$ cat src/rtl/cpu_pkg.sv
// Shared constants and types for the fetch/feed stage and its neighbours.
package cpu_pkg;

    localparam int WORD_W     = 16;
    localparam int K_FLAG_BIT = 15;

    typedef logic [WORD_W-1:0] word_t;

    localparam word_t RESET_VECTOR = 16'hFFFC;

    typedef enum logic {
        FETCH_IDLE = 1'b0,
        FETCH_BUSY = 1'b1
    } fetch_state_e;

    // An instruction word with the K flag set is followed by its constant.
    function automatic logic has_k(input word_t ir);
        return ir[K_FLAG_BIT];
    endfunction

endpackage

$ cat src/rtl/fetch_feed_if.sv
// Program-memory fetch bus and decode handshake bundles.
interface fetch_mem_if;
    import cpu_pkg::*;

    logic  mem_req;
    word_t mem_addr;
    logic  mem_ack;
    word_t mem_data;

    // master issues requests, slave is the program memory
    modport master (output mem_req, output mem_addr, input mem_ack, input mem_data);
    modport slave  (input mem_req, input mem_addr, output mem_ack, output mem_data);
endinterface

interface fetch_dec_if;
    import cpu_pkg::*;

    logic  dec_valid;
    logic  dec_ready;
    word_t dec_ir;
    word_t dec_k;
    word_t dec_pc;

    // master is the feed stage, slave is the decoder
    modport master (output dec_valid, output dec_ir, output dec_k, output dec_pc, input dec_ready);
    modport slave  (input dec_valid, input dec_ir, input dec_k, input dec_pc, output dec_ready);
endinterface

$ cat src/rtl/fetch_queue.sv
// Small word FIFO with single push, one- or two-word pop and flush.
// The two head words are visible combinationally so an IR+K pair can issue at once.
module fetch_queue
    import cpu_pkg::*;
#(
    parameter int DEPTH = 4
) (
    input  logic                     clk,
    input  logic                     a_rst,
    input  logic                     push,
    input  word_t                    push_data,
    input  logic                     pop1,
    input  logic                     pop2,
    input  logic                     flush,
    output word_t                    head0,
    output word_t                    head1,
    output logic [$clog2(DEPTH):0]   count
);

    localparam int PW = $clog2(DEPTH);

    logic [PW-1:0] rd_ptr_q, rd_ptr_d;
    logic [PW-1:0] wr_ptr_q, wr_ptr_d;
    logic [PW:0]   count_q, count_d;
    logic [PW:0]   pop_n;
    logic [PW-1:0] rd_ptr_p1;
    word_t         slot_q [DEPTH];
    word_t         slot_d [DEPTH];

    // Pointer and occupancy update; flush overrides everything.
    always_comb begin
        rd_ptr_d = rd_ptr_q;
        wr_ptr_d = wr_ptr_q;
        count_d  = count_q;
        pop_n    = '0;
        if (pop2) begin
            pop_n = (PW+1)'(2);
        end else if (pop1) begin
            pop_n = (PW+1)'(1);
        end
        if (flush) begin
            rd_ptr_d = '0;
            wr_ptr_d = '0;
            count_d  = '0;
        end else begin
            if (push) begin
                wr_ptr_d = wr_ptr_q + PW'(1);
            end
            rd_ptr_d = rd_ptr_q + pop_n[PW-1:0];
            if (pop2 && PW == 1) begin
                rd_ptr_d = rd_ptr_q;
            end
            count_d = count_q + {{PW{1'b0}}, push} - pop_n;
        end
    end

    // Storage write: the pushed word lands at the write pointer.
    always_comb begin
        slot_d = slot_q;
        if (push && !flush) begin
            slot_d[wr_ptr_q] = push_data;
        end
    end

    // Pointer and count registers.
    always_ff @(posedge clk or negedge a_rst) begin
        if (!a_rst) begin
            rd_ptr_q <= '0;
            wr_ptr_q <= '0;
            count_q  <= '0;
        end else begin
            rd_ptr_q <= rd_ptr_d;
            wr_ptr_q <= wr_ptr_d;
            count_q  <= count_d;
        end
    end

    // One register per queue slot.
    for (genvar gi = 0; gi < DEPTH; gi++) begin : g_slot
        always_ff @(posedge clk or negedge a_rst) begin
            if (!a_rst) begin
                slot_q[gi] <= '0;
            end else begin
                slot_q[gi] <= slot_d[gi];
            end
        end
    end

    assign rd_ptr_p1 = rd_ptr_q + PW'(1);
    assign head0     = slot_q[rd_ptr_q];
    assign head1     = slot_q[rd_ptr_p1];
    assign count     = count_q;

endmodule

$ cat src/rtl/fetch_feed.sv
// Instruction fetch and feed stage: prefetches program words into a queue,
// assembles IR(+K) pairs for decode and splices in injected instructions.
module fetch_feed
    import cpu_pkg::*;
#(
    parameter int    DEPTH    = 4,
    parameter word_t RESET_PC = RESET_VECTOR
) (
    input  logic        clk,
    input  logic        a_rst,
    fetch_mem_if.master mem,
    fetch_dec_if.master dec,
    input  logic        redirect,
    input  word_t       redirect_pc,
    input  logic        hold_fetch,
    input  logic        hold_decode,
    input  logic        replace_ir,
    input  logic        replace_k,
    input  word_t       int_ir,
    input  word_t       int_k,
    output logic        feed_ack,
    output logic [7:0]  ir_low
);

    localparam int CW = $clog2(DEPTH) + 1;

    fetch_state_e state_q, state_d;
    word_t        pc_q, pc_d;
    word_t        mem_addr_q, mem_addr_d;
    logic         drop_q, drop_d;
    word_t        head_pc_q, head_pc_d;
    word_t        last_pc_q, last_pc_d;
    logic         feed_ack_q, feed_ack_d;

    logic         q_push;
    logic         q_pop1;
    logic         q_pop2;
    word_t        q_head0;
    word_t        q_head1;
    logic [CW-1:0] q_count;

    logic         q_complete;
    logic         dec_valid_c;
    logic         xfer;
    word_t        dec_ir_c;
    word_t        dec_k_c;
    word_t        dec_pc_c;

    fetch_queue #(.DEPTH(DEPTH)) u_queue (
        .clk       (clk),
        .a_rst     (a_rst),
        .push      (q_push),
        .push_data (mem.mem_data),
        .pop1      (q_pop1),
        .pop2      (q_pop2),
        .flush     (redirect),
        .head0     (q_head0),
        .head1     (q_head1),
        .count     (q_count)
    );

    // Fetch FSM: one outstanding request, started only when a slot is free.
    // A redirect while a request is in flight marks its reply for discard.
    always_comb begin
        state_d    = state_q;
        pc_d       = pc_q;
        mem_addr_d = mem_addr_q;
        drop_d     = drop_q;
        q_push     = 1'b0;
        unique case (state_q)
            FETCH_IDLE: begin
                if (redirect) begin
                    pc_d = redirect_pc;
                end else if (!hold_fetch && (q_count < CW'(DEPTH))) begin
                    state_d    = FETCH_BUSY;
                    mem_addr_d = pc_q;
                end
            end
            FETCH_BUSY: begin
                if (mem.mem_ack) begin
                    state_d = FETCH_IDLE;
                    drop_d  = 1'b0;
                    if (redirect) begin
                        pc_d = redirect_pc;
                    end else if (!drop_q) begin
                        q_push = 1'b1;
                        pc_d   = pc_q + 16'd1;
                    end
                end else if (redirect) begin
                    pc_d   = redirect_pc;
                    drop_d = 1'b1;
                end
            end
            default: state_d = FETCH_IDLE;
        endcase
    end

    // Issue path: injection beats queued words; a K-flagged IR needs its K queued too.
    always_comb begin
        q_complete  = (q_count != '0) && (!has_k(q_head0) || (q_count >= CW'(2)));
        dec_valid_c = !hold_decode && (replace_ir || q_complete);
        xfer        = dec_valid_c && dec.dec_ready;
        dec_ir_c    = '0;
        dec_k_c     = '0;
        dec_pc_c    = last_pc_q;
        q_pop1      = 1'b0;
        q_pop2      = 1'b0;
        if (dec_valid_c) begin
            if (replace_ir) begin
                dec_ir_c = int_ir;
                dec_k_c  = replace_k ? int_k : '0;
            end else begin
                dec_ir_c = q_head0;
                dec_k_c  = has_k(q_head0) ? q_head1 : '0;
                dec_pc_c = head_pc_q;
                q_pop1   = xfer && !has_k(q_head0);
                q_pop2   = xfer && has_k(q_head0);
            end
        end
        feed_ack_d = xfer && replace_ir;
        last_pc_d  = (xfer && !replace_ir) ? head_pc_q : last_pc_q;
        head_pc_d  = head_pc_q;
        if (redirect) begin
            head_pc_d = redirect_pc;
        end else if (q_pop2) begin
            head_pc_d = head_pc_q + 16'd2;
        end else if (q_pop1) begin
            head_pc_d = head_pc_q + 16'd1;
        end
    end

    // State registers; reset abandons any request in flight.
    always_ff @(posedge clk or negedge a_rst) begin
        if (!a_rst) begin
            state_q    <= FETCH_IDLE;
            pc_q       <= RESET_PC;
            mem_addr_q <= RESET_PC;
            drop_q     <= 1'b0;
            head_pc_q  <= RESET_PC;
            last_pc_q  <= '0;
            feed_ack_q <= 1'b0;
        end else begin
            state_q    <= state_d;
            pc_q       <= pc_d;
            mem_addr_q <= mem_addr_d;
            drop_q     <= drop_d;
            head_pc_q  <= head_pc_d;
            last_pc_q  <= last_pc_d;
            feed_ack_q <= feed_ack_d;
        end
    end

    assign mem.mem_req   = (state_q == FETCH_BUSY);
    assign mem.mem_addr  = mem_addr_q;
    assign dec.dec_valid = dec_valid_c;
    assign dec.dec_ir    = dec_ir_c;
    assign dec.dec_k     = dec_k_c;
    assign dec.dec_pc    = dec_pc_c;
    assign ir_low        = dec_ir_c[7:0];
    assign feed_ack      = feed_ack_q;

endmodule
$ cat src/flat_wrapper.sv
// flat-port wrapper written by rule: the top's interface ports become plain ports
module fetch_feed_flat import cpu_pkg::*;
#(
    parameter int    DEPTH    = 4,
    parameter word_t RESET_PC = RESET_VECTOR
)
  (clk, a_rst, redirect, redirect_pc, hold_fetch, hold_decode, replace_ir, replace_k, int_ir, int_k, feed_ack, ir_low, mem_mem_req, mem_mem_addr, mem_mem_ack, mem_mem_data, dec_dec_valid, dec_dec_ir, dec_dec_k, dec_dec_pc, dec_dec_ready);
  fetch_mem_if mem_i ();
  fetch_dec_if dec_i ();
  input  logic clk;
  input  logic a_rst;
  input  logic redirect;
  input  word_t redirect_pc;
  input  logic hold_fetch;
  input  logic hold_decode;
  input  logic replace_ir;
  input  logic replace_k;
  input  word_t int_ir;
  input  word_t int_k;
  output logic feed_ack;
  output logic [7:0] ir_low;
  output wire logic [$bits(mem_i.mem_req)-1:0] mem_mem_req;
  output wire logic [$bits(mem_i.mem_addr)-1:0] mem_mem_addr;
  input wire logic [$bits(mem_i.mem_ack)-1:0] mem_mem_ack;
  input wire logic [$bits(mem_i.mem_data)-1:0] mem_mem_data;
  output wire logic [$bits(dec_i.dec_valid)-1:0] dec_dec_valid;
  output wire logic [$bits(dec_i.dec_ir)-1:0] dec_dec_ir;
  output wire logic [$bits(dec_i.dec_k)-1:0] dec_dec_k;
  output wire logic [$bits(dec_i.dec_pc)-1:0] dec_dec_pc;
  input wire logic [$bits(dec_i.dec_ready)-1:0] dec_dec_ready;
  assign mem_mem_req = mem_i.mem_req;
  assign mem_mem_addr = mem_i.mem_addr;
  assign mem_i.mem_ack = mem_mem_ack;
  assign mem_i.mem_data = mem_mem_data;
  assign dec_dec_valid = dec_i.dec_valid;
  assign dec_dec_ir = dec_i.dec_ir;
  assign dec_dec_k = dec_i.dec_k;
  assign dec_dec_pc = dec_i.dec_pc;
  assign dec_i.dec_ready = dec_dec_ready;
  fetch_feed #(.DEPTH(DEPTH), .RESET_PC(RESET_PC)) u_core (.clk(clk), .a_rst(a_rst), .mem(mem_i), .dec(dec_i), .redirect(redirect), .redirect_pc(redirect_pc), .hold_fetch(hold_fetch), .hold_decode(hold_decode), .replace_ir(replace_ir), .replace_k(replace_k), .int_ir(int_ir), .int_k(int_k), .feed_ack(feed_ack), .ir_low(ir_low));
endmodule
$ cat config.mk
export PLATFORM = sky130hd
export DESIGN_NAME = fetch_feed_flat
export DESIGN_NICKNAME = d
export VERILOG_FILES = /design/src/rtl/cpu_pkg.sv /design/src/rtl/fetch_feed_if.sv /design/src/rtl/fetch_queue.sv /design/src/rtl/fetch_feed.sv /design/src/flat_wrapper.sv
export SDC_FILE = /design/constraint.sdc
export NUM_CORES = 1
export LEC_CHECK = 0
export ABC_CLOCK_PERIOD_IN_PS = 2600
export CORE_ASPECT_RATIO = 0.9
export CORE_UTILIZATION = 58
export CTS_CLUSTER_SIZE = 30
export DETAILED_ROUTE_END_ITERATION = 12
export DONT_BUFFER_PORTS = 1
export PLACE_DENSITY_LB_ADDON = 0.25
export SLEW_MARGIN = 20
export SYNTH_ARGS = -nofsm -noshare
export SYNTH_HDL_FRONTEND = slang
export SYNTH_SLANG_ARGS = --single-unit
$ cat constraint.sdc
create_clock -name clk -period 2.6 [get_ports clk]
set_input_delay 0.52 -clock clk [delete_from_list [all_inputs] [get_ports clk]]
set_output_delay 0.52 -clock clk [all_outputs]
set_load 0.05 [all_outputs]
==> flow_summary.json, run 1 <==
{
  "grt_max_degree": 139,
  "power_per_cell_area_nw_per_um2": 974,
  "ctsRootBufferMaster": "sky130_fd_sc_hd__clkbuf_16",
  "maxCapViolations": 0,
  "worst_ir_drop_vdd_v": 0.000803,
  "run_status": "complete, but fails checks",
  "clock_tree_from_tritoncts": "done",
  "placed_wire_length_estimate_mm": 12.0,
  "remaining_drc_errors": 0,
  "yosysWarningCount": 0,
  "drt_iter0_drc": 413,
  "tritoncts_num_sinks": 138,
  "mostFrequentLayoutCell": "sky130_fd_sc_hd__mux2_2",
  "grt_antenna_before_repair": 2,
  "clock_latency_ps": 430,
  "max_clock_freq_mhz": 364,
  "die_area_um2": 13600,
  "min-delay-path-class": "in -> async",
  "synthToLayoutAreaGrowth_pct": 26.0,
  "final_layout_size_suffix_gt1_share_pct": 52.5,
  "syn_area_um2": 7630,
  "failed_checks": "hold timing, setup timing",
  "synthArstFlopShare_pct": 100,
  "cts_max_path_buffers": 2,
  "initial_utilization_pct": 59.7,
  "finalCoreUtilization_pct": 75.2,
  "nNetsFinal": 743,
  "dominantRegCellSynth": "sky130_fd_sc_hd__dfrtp_1",
  "synth_seq_cells": 138,
  "critPathMaxFanout": 16,
  "layout_common_cells": "sky130_fd_sc_hd__mux2_2 (98), sky130_fd_sc_hd__dfrtp_1 (94), sky130_fd_sc_hd__dfstp_2 (42), sky130_fd_sc_hd__mux4_2 (32), sky130_fd_sc_hd__buf_12 (28)",
  "drtAntennaViolNets": 0,
  "synthesis.nets": 706,
  "grt.overflow.total": 0,
  "setup_viol": 58,
  "drt-wirelength-per-cell_um": 23.1,
  "critPathCaptureType": "primary output",
  "netlist-cell-type-count": 59,
  "detail_route.first_pass.iterations": 5,
  "first_global_vias": 5728,
  "total_vias_in_the_final_route": 5538,
  "layout_worst_path_cycle_share_pct": 106,
  "synthesis.instances": 622,
  "power.static_leakage_nw": 3.99,
  "postRouteWirelength_mm": 19.3,
  "place_worst_setup_slack_ps": -66.8,
  "drt-vias-per-instance": 6.62,
  "criticalPathCategory": "reg -> out",
  "die_height_um": 111,
  "worst_setup_hold_path_clk_slew_ps": 60,
  "syn_avg_cell_area_um2": 12.3,
  "wire_length_of_the_first_global_routing_pass_mm": 30.1,
  "chipWidth_um": 123,
  "finClkSkew_ps": 9.92,
  "synth_edf_count": 0,
  "critical_path_at_ps": 2230,
  "unrepaired_setup_endpoints_after_global_routing": "yes",
  "post-route-worst-setup-slack_ps": -150,
  "finalWorstPathRequiredPeriod_ps": 2750,
  "globalplace.congestion": 0.863,
  "hold_viol": 96,
  "required_time_of_the_worst_setup_path_ps": 2080,
  "final-max-slew-violation-count": 0,
  "cts_inserted_buffers": 17,
  "placementRows": 39,
  "design.core.area_um2": 12800,
  "maxSlewHeadroom_pct": 33.8,
  "groute.usage.overall_pct": 29.2,
  "ioPinCount": 148,
  "htree_num_levels": 4,
  "seq_area_frac_synth_pct": 45.9,
  "start_kind": "register",
  "numPortBuffers": 0,
  "holdWs_ps": -206,
  "timing_worst_slew_pin_value_ps": 993
}
==> synthesized netlist by cell type, drive strengths merged (16+ instances only) <==
master	n	share of area, %
mux2	115	17
a22oi	16	1.6
clkbuf	29	1.4
nand2	21	1.0
mux2i	18	2.4
o21ai	17	1.1
dfstp	42	14
nor2	54	2.8
a21oi	17	1.1
mux4	32	9.4
buf	18	1.5
dfrtp	96	31
==> timing repair <==
action                                  in CTS  in global routing
cloned                                       1                  3
setup buffers                                7                  0
resized for setup                           40                 29
endpoints found under the setup margin      58                 59
pin swaps                                    5                  4
hold endpoints to repair                   138                138
==> cells by family (layout without fill, tap and decap cells) <==
group	after synthesis	count (layout)	synth area share (%)
compound gates	94	94	8.66
xor+xnor	18	18	2.07
other cells	0	1	0
mux	165	165	28.8
simple gates	137	137	9.10
flops	138	138	45.9
buf+inv	59	109	3.54
fa+ha+maj	11	11	1.90
==> metal layers <==
| metal | up-vias | wire (µm) | global-route usage, % |
|---|---|---|---|
| met5 | - | 13 | 0 |
| met4 | 2 | 305 | 11.1 |
| met3 | 31 | 1620 | 8.64 |
| met2 | 260 | 9440 | 45.5 |
| met1 | 2854 | 7960 | 38.5 |
| li1 | 2391 | - | - |
==> where the power goes <==
group          switching, mW  total [mW]  internal, mW
sequential             0.878        3.67          2.79
clock                  0.914        2.69          1.77
combinational           1.64        3.01          1.37
==> worst paths after layout <==
path,depth (start not counted),from,slack [ps],to
setup / recovery,6,u_core.u_queue.rd_ptr_q[0]$_DFF_PN0_,-150,dec_dec_pc[10]
hold / removal,0,a_rst,-210,u_core.u_queue.slot_q[4]$_DFFE_PN0P_
setup reg to reg,13,u_core.u_queue.rd_ptr_q[0]$_DFF_PN0_,-110,u_core.u_queue.count[2]$_DFF_PN0_
hold reg to reg,2,u_core.last_pc_q[7]$_DFFE_PN0P_,500,u_core.last_pc_q[7]$_DFFE_PN0P_
max in group asynchronous,0,a_rst,2500,u_core.mem.mem_addr[12]$_DFFE_PN1P_
min in group clk,1,redirect,170,u_core.u_queue.count[1]$_DFF_PN0_
==> through the flow <==
stage	total power, mW	setup TNS [ps]	hold slack (ps)	area, µm²	cells
floorplan	5.73	-1540	224	7810	622
global placement	6.24	0	227	8520	793
detailed placement	6.36	-717	226	8520	793
CTS	9.25	-4540	-226	9430	833
global route	9.69	-9230	-232	9620	837
finish	9.36	-5510	-206	9620	837
==> flip-flops by register name (all words and copies together) (netlist names) <==
signal,cells
u_core.u_queue.slot_q,64
u_core.head_pc_q,16
u_core.last_pc_q,16
u_core.mem.mem_addr,16
u_core.pc_q,16
u_core.u_queue.count,3
u_core.u_queue.rd_ptr_q,2
u_core.u_queue.wr_ptr_q,2
u_core.drop_q,1
u_core.feed_ack,1
u_core.mem.mem_req,1
==> critical path: stages (launching register included) <==
cell	delay, ps
sky130_fd_sc_hd__dfrtp_2	450
sky130_fd_sc_hd__mux2_4	330
sky130_fd_sc_hd__o22ai_4	200
sky130_fd_sc_hd__o21bai_4	100
sky130_fd_sc_hd__nor2_4	140
sky130_fd_sc_hd__buf_12	180
sky130_fd_sc_hd__mux2_4	400
==> area by class of cell <==
| cell class | count | area (µm²) |
|---|---|---|
| diodes | 1 | 2.50 |
| clock buffers | 20 | 467 |
| clock inverters | 12 | 194 |
| fillers | 777 | 3170 |
| inverters | 12 | 45.0 |
| multi-input cells | 425 | 4260 |
| flip-flops and latches | 138 | 3510 |
| well taps | 164 | 205 |
| repair buffers | 65 | 938 |
(Power assumes the default switching activity.)
==> inputs of run 2 (changes only) <==
Settings changed: CAP_MARGIN set to 30, CTS_CLUSTER_SIZE 30 to not set, GPL_ROUTABILITY_DRIVEN set to 0.
==> run 2 against run 1 <==
Compared with the run above:
- wire length rose by 0.31%
- largest power group unchanged
- cell count grew 0.12%
- register-to-register slack is essentially flat
- combinational power about the same
- power about the same
- sequential power barely moved
- utilization hardly changed
- critical endpoint is now dec_dec_pc[7]
- the run still ends with hold timing, setup timing left
- final area is essentially flat
- count of clock-buffer cells in the layout did not move
- clock power hardly changed
- fmax hardly changed
- non-clock buffer count rose by 1
- critical path type unchanged
==> flow_summary.json, run 2 (synthesis results as in run 1) <==
{
  "groute.usage.overall_pct": 29.2,
  "flop2flop_setup_slack_ps": -110,
  "critical_path.cell_chain": "mux2_4 > o22ai_4 > o21bai_4 > nor2_4 > buf_12 > mux2_4",
  "reg2reg_to": "u_core.u_queue.count[2]$_DFF_PN0_",
  "unrepaired_setup_endpoints_after_global_routing": "yes",
  "max_clock_freq_mhz": 364,
  "cts_max_path_buffers": 2,
  "drt-wirelength-per-cell_um": 23.1,
  "postRouteWirelength_mm": 19.4,
  "chipWidth_um": 123,
  "intPower_mw": 5.93,
  "design.core.area_um2": 12800,
  "maxCapViolations": 0,
  "final-max-slew-violation-count": 0,
  "power_per_cell_area_nw_per_um2": 972,
  "largest_register_ff_count": 64,
  "nNetsFinal": 744,
  "numPortBuffers": 0,
  "synthToLayoutAreaGrowth_pct": 26.1,
  "tritoncts_num_sinks": 138,
  "placementRows": 39,
  "remaining_drc_errors": 0,
  "drt_iter0_drc": 426,
  "crit-reg2reg-launch": "u_core.u_queue.rd_ptr_q[0]$_DFF_PN0_",
  "layout_common_cells": "sky130_fd_sc_hd__mux2_2 (98), sky130_fd_sc_hd__dfrtp_1 (94), sky130_fd_sc_hd__dfstp_2 (42), sky130_fd_sc_hd__mux4_2 (32), sky130_fd_sc_hd__buf_12 (28)",
  "crit_end": "dec_dec_pc[7]",
  "worst_ir_drop_vdd_v": 0.000802,
  "cp_slowest_cell": "sky130_fd_sc_hd__dfrtp_2",
  "critPathMaxFanout": 16,
  "ioPinCount": 148,
  "grt.overflow.total": 0,
  "run_status": "complete, but fails checks",
  "die_area_um2": 13600,
  "initial_utilization_pct": 59.7,
  "required_time_of_the_worst_setup_path_ps": 2080,
  "clock_tree_from_tritoncts": "done",
  "timing.reg2reg.worst_path_depth": 13,
  "placed_wire_length_estimate_mm": 12.0,
  "criticalPathCategory": "reg -> out",
  "timing_worst_slew_pin_value_ps": 644,
  "place_worst_setup_slack_ps": -66.8,
  "critPathCaptureType": "primary output",
  "crit_start": "u_core.u_queue.rd_ptr_q[0]$_DFF_PN0_",
  "layoutNonFillerInstCount": 838,
  "seq_area_um2": 3510,
  "multiInputGateArea_um2": 4260,
  "layout.filler_cells": 774,
  "cp_common_cell": "sky130_fd_sc_hd__mux2_4",
  "maxSlewHeadroom_pct": 56.9,
  "clock_power_share_pct": 28.7,
  "post-route-worst-setup-slack_ps": -149,
  "total_power_of_the_final_layout_mw": 9.36,
  "drt-vias-per-instance": 6.58,
  "finClkSkew_ps": 6.13,
  "registers.top_by_ff_count": "u_core.u_queue.slot_q",
  "path_depth": 6,
  "holdWs_ps": -205,
  "placed_cell_count": 793,
  "first_global_vias": 5728,
  "ctsRootBufferMaster": "sky130_fd_sc_hd__clkbuf_16",
  "power.combinational.fraction_pct": 32.0,
  "min-delay-path-class": "in -> async",
  "layout_worst_path_cycle_share_pct": 106,
  "failed_checks": "hold timing, setup timing",
  "grt_antenna_before_repair": 2,
  "detail_route.first_pass.iterations": 4,
  "clock_latency_ps": 420,
  "mostFrequentLayoutCell": "sky130_fd_sc_hd__mux2_2",
  "worst_setup_hold_path_clk_slew_ps": 60,
  "finalWorstPathRequiredPeriod_ps": 2750,
  "hold_viol": 96,
  "crit_family": "multiplexers",
  "htree_num_levels": 4,
  "critical_path_at_ps": 2230,
  "critical-path-max-stage-delay_ps": 450,
  "start_kind": "register",
  "grt_max_degree": 139,
  "critPathBufInv": 1,
  "cts_inserted_buffers": 17,
  "p_sw_mw": 3.42,
  "die_height_um": 111,
  "drtAntennaViolNets": 0,
  "power_switching_share_pct": 36.6,
  "total_vias_in_the_final_route": 5518,
  "wire_length_of_the_first_global_routing_pass_mm": 30.1,
  "share_seq_of_total_power_pct": 39.3,
  "final_layout_size_suffix_gt1_share_pct": 52.6,
  "power.static_leakage_nw": 4.00,
  "setup_viol": 58
}
[run 2: layout make-up]
class                      count  area share (%)
inverter                      12           0.468
clock buffer                  20            4.85
antenna                        1          0.0260
multi-input combinational    425            44.3
clock inverter                12            2.02
sequential                   138            36.5
tap                          164            2.13
timing repair buffer          66            9.79
[run 2: per-layer routing]
layer | wire length (µm) | vias to the layer above | GRT usage, %
li1 | - | 2392 | -
met1 | 7940 | 2852 | 38.5
met2 | 9500 | 236 | 45.5
met3 | 1570 | 36 | 8.64
met4 | 374 | 2 | 11.1
met5 | 17 | - | 0
[run 2: what timing repair did]
item,in CTS,in global routing
setup endpoints to repair,58,59
endpoints found under the hold margin,138,138
gates resized for setup,40,27
setup buffers,7,0
pin swaps,5,7
gates cloned,1,3
[run 2: through the flow]
step	hold slack (ps)	setup TNS (ps)	utilization [%]	cell area [µm²]
4_1_cts	-226	-4540	73.8	9430
3_5_place_dp	226	-717	66.6	8520
2_1_floorplan	224	-1540	-	7810
3_3_place_gp	227	0	66.6	8520
5_1_grt	-228	-8950	75.3	9620
6_report	-205	-5100	75.3	9620
[run 2: worst min path at each step]
stage | slack (ps) | endpoint
CTS | -230 | u_core.u_queue.slot_q[4]$_DFFE_PN0P_
detailed placement | 230 | u_core.u_queue.slot_q[4]$_DFFE_PN0P_
global placement | 230 | u_core.u_queue.slot_q[4]$_DFFE_PN0P_
floorplan | 220 | u_core.drop_q$_DFFE_PN0P_
finish | -200 | u_core.u_queue.slot_q[52]$_DFFE_PN0P_
global route | -230 | u_core.u_queue.slot_q[52]$_DFFE_PN0P_
[run 2: power groups by stage]
stage	clock [mW]	sequential (mW)	combinational [mW]
after floorplan	0	3.54	2.20
after global placement	0	3.63	2.62
after detailed placement	0	3.68	2.68
after CTS	2.73	3.66	2.87
after global routing	2.80	3.73	3.15
final	2.68	3.67	3.00
[run 2: worst register-to-register path, cell delays in order (launching register included)]
cell and delay, ps:
sky130_fd_sc_hd__dfrtp_2 450, sky130_fd_sc_hd__mux2_4 330, sky130_fd_sc_hd__o22ai_4 200, sky130_fd_sc_hd__buf_4 170, sky130_fd_sc_hd__o21ai_4 70, sky130_fd_sc_hd__nor2_4 120, sky130_fd_sc_hd__ha_1 230, sky130_fd_sc_hd__inv_1 50
sky130_fd_sc_hd__ha_1 120, sky130_fd_sc_hd__inv_1 50, sky130_fd_sc_hd__fa_2 360, sky130_fd_sc_hd__xor2_2 170, sky130_fd_sc_hd__and3_1 190, sky130_fd_sc_hd__nor3_1 120
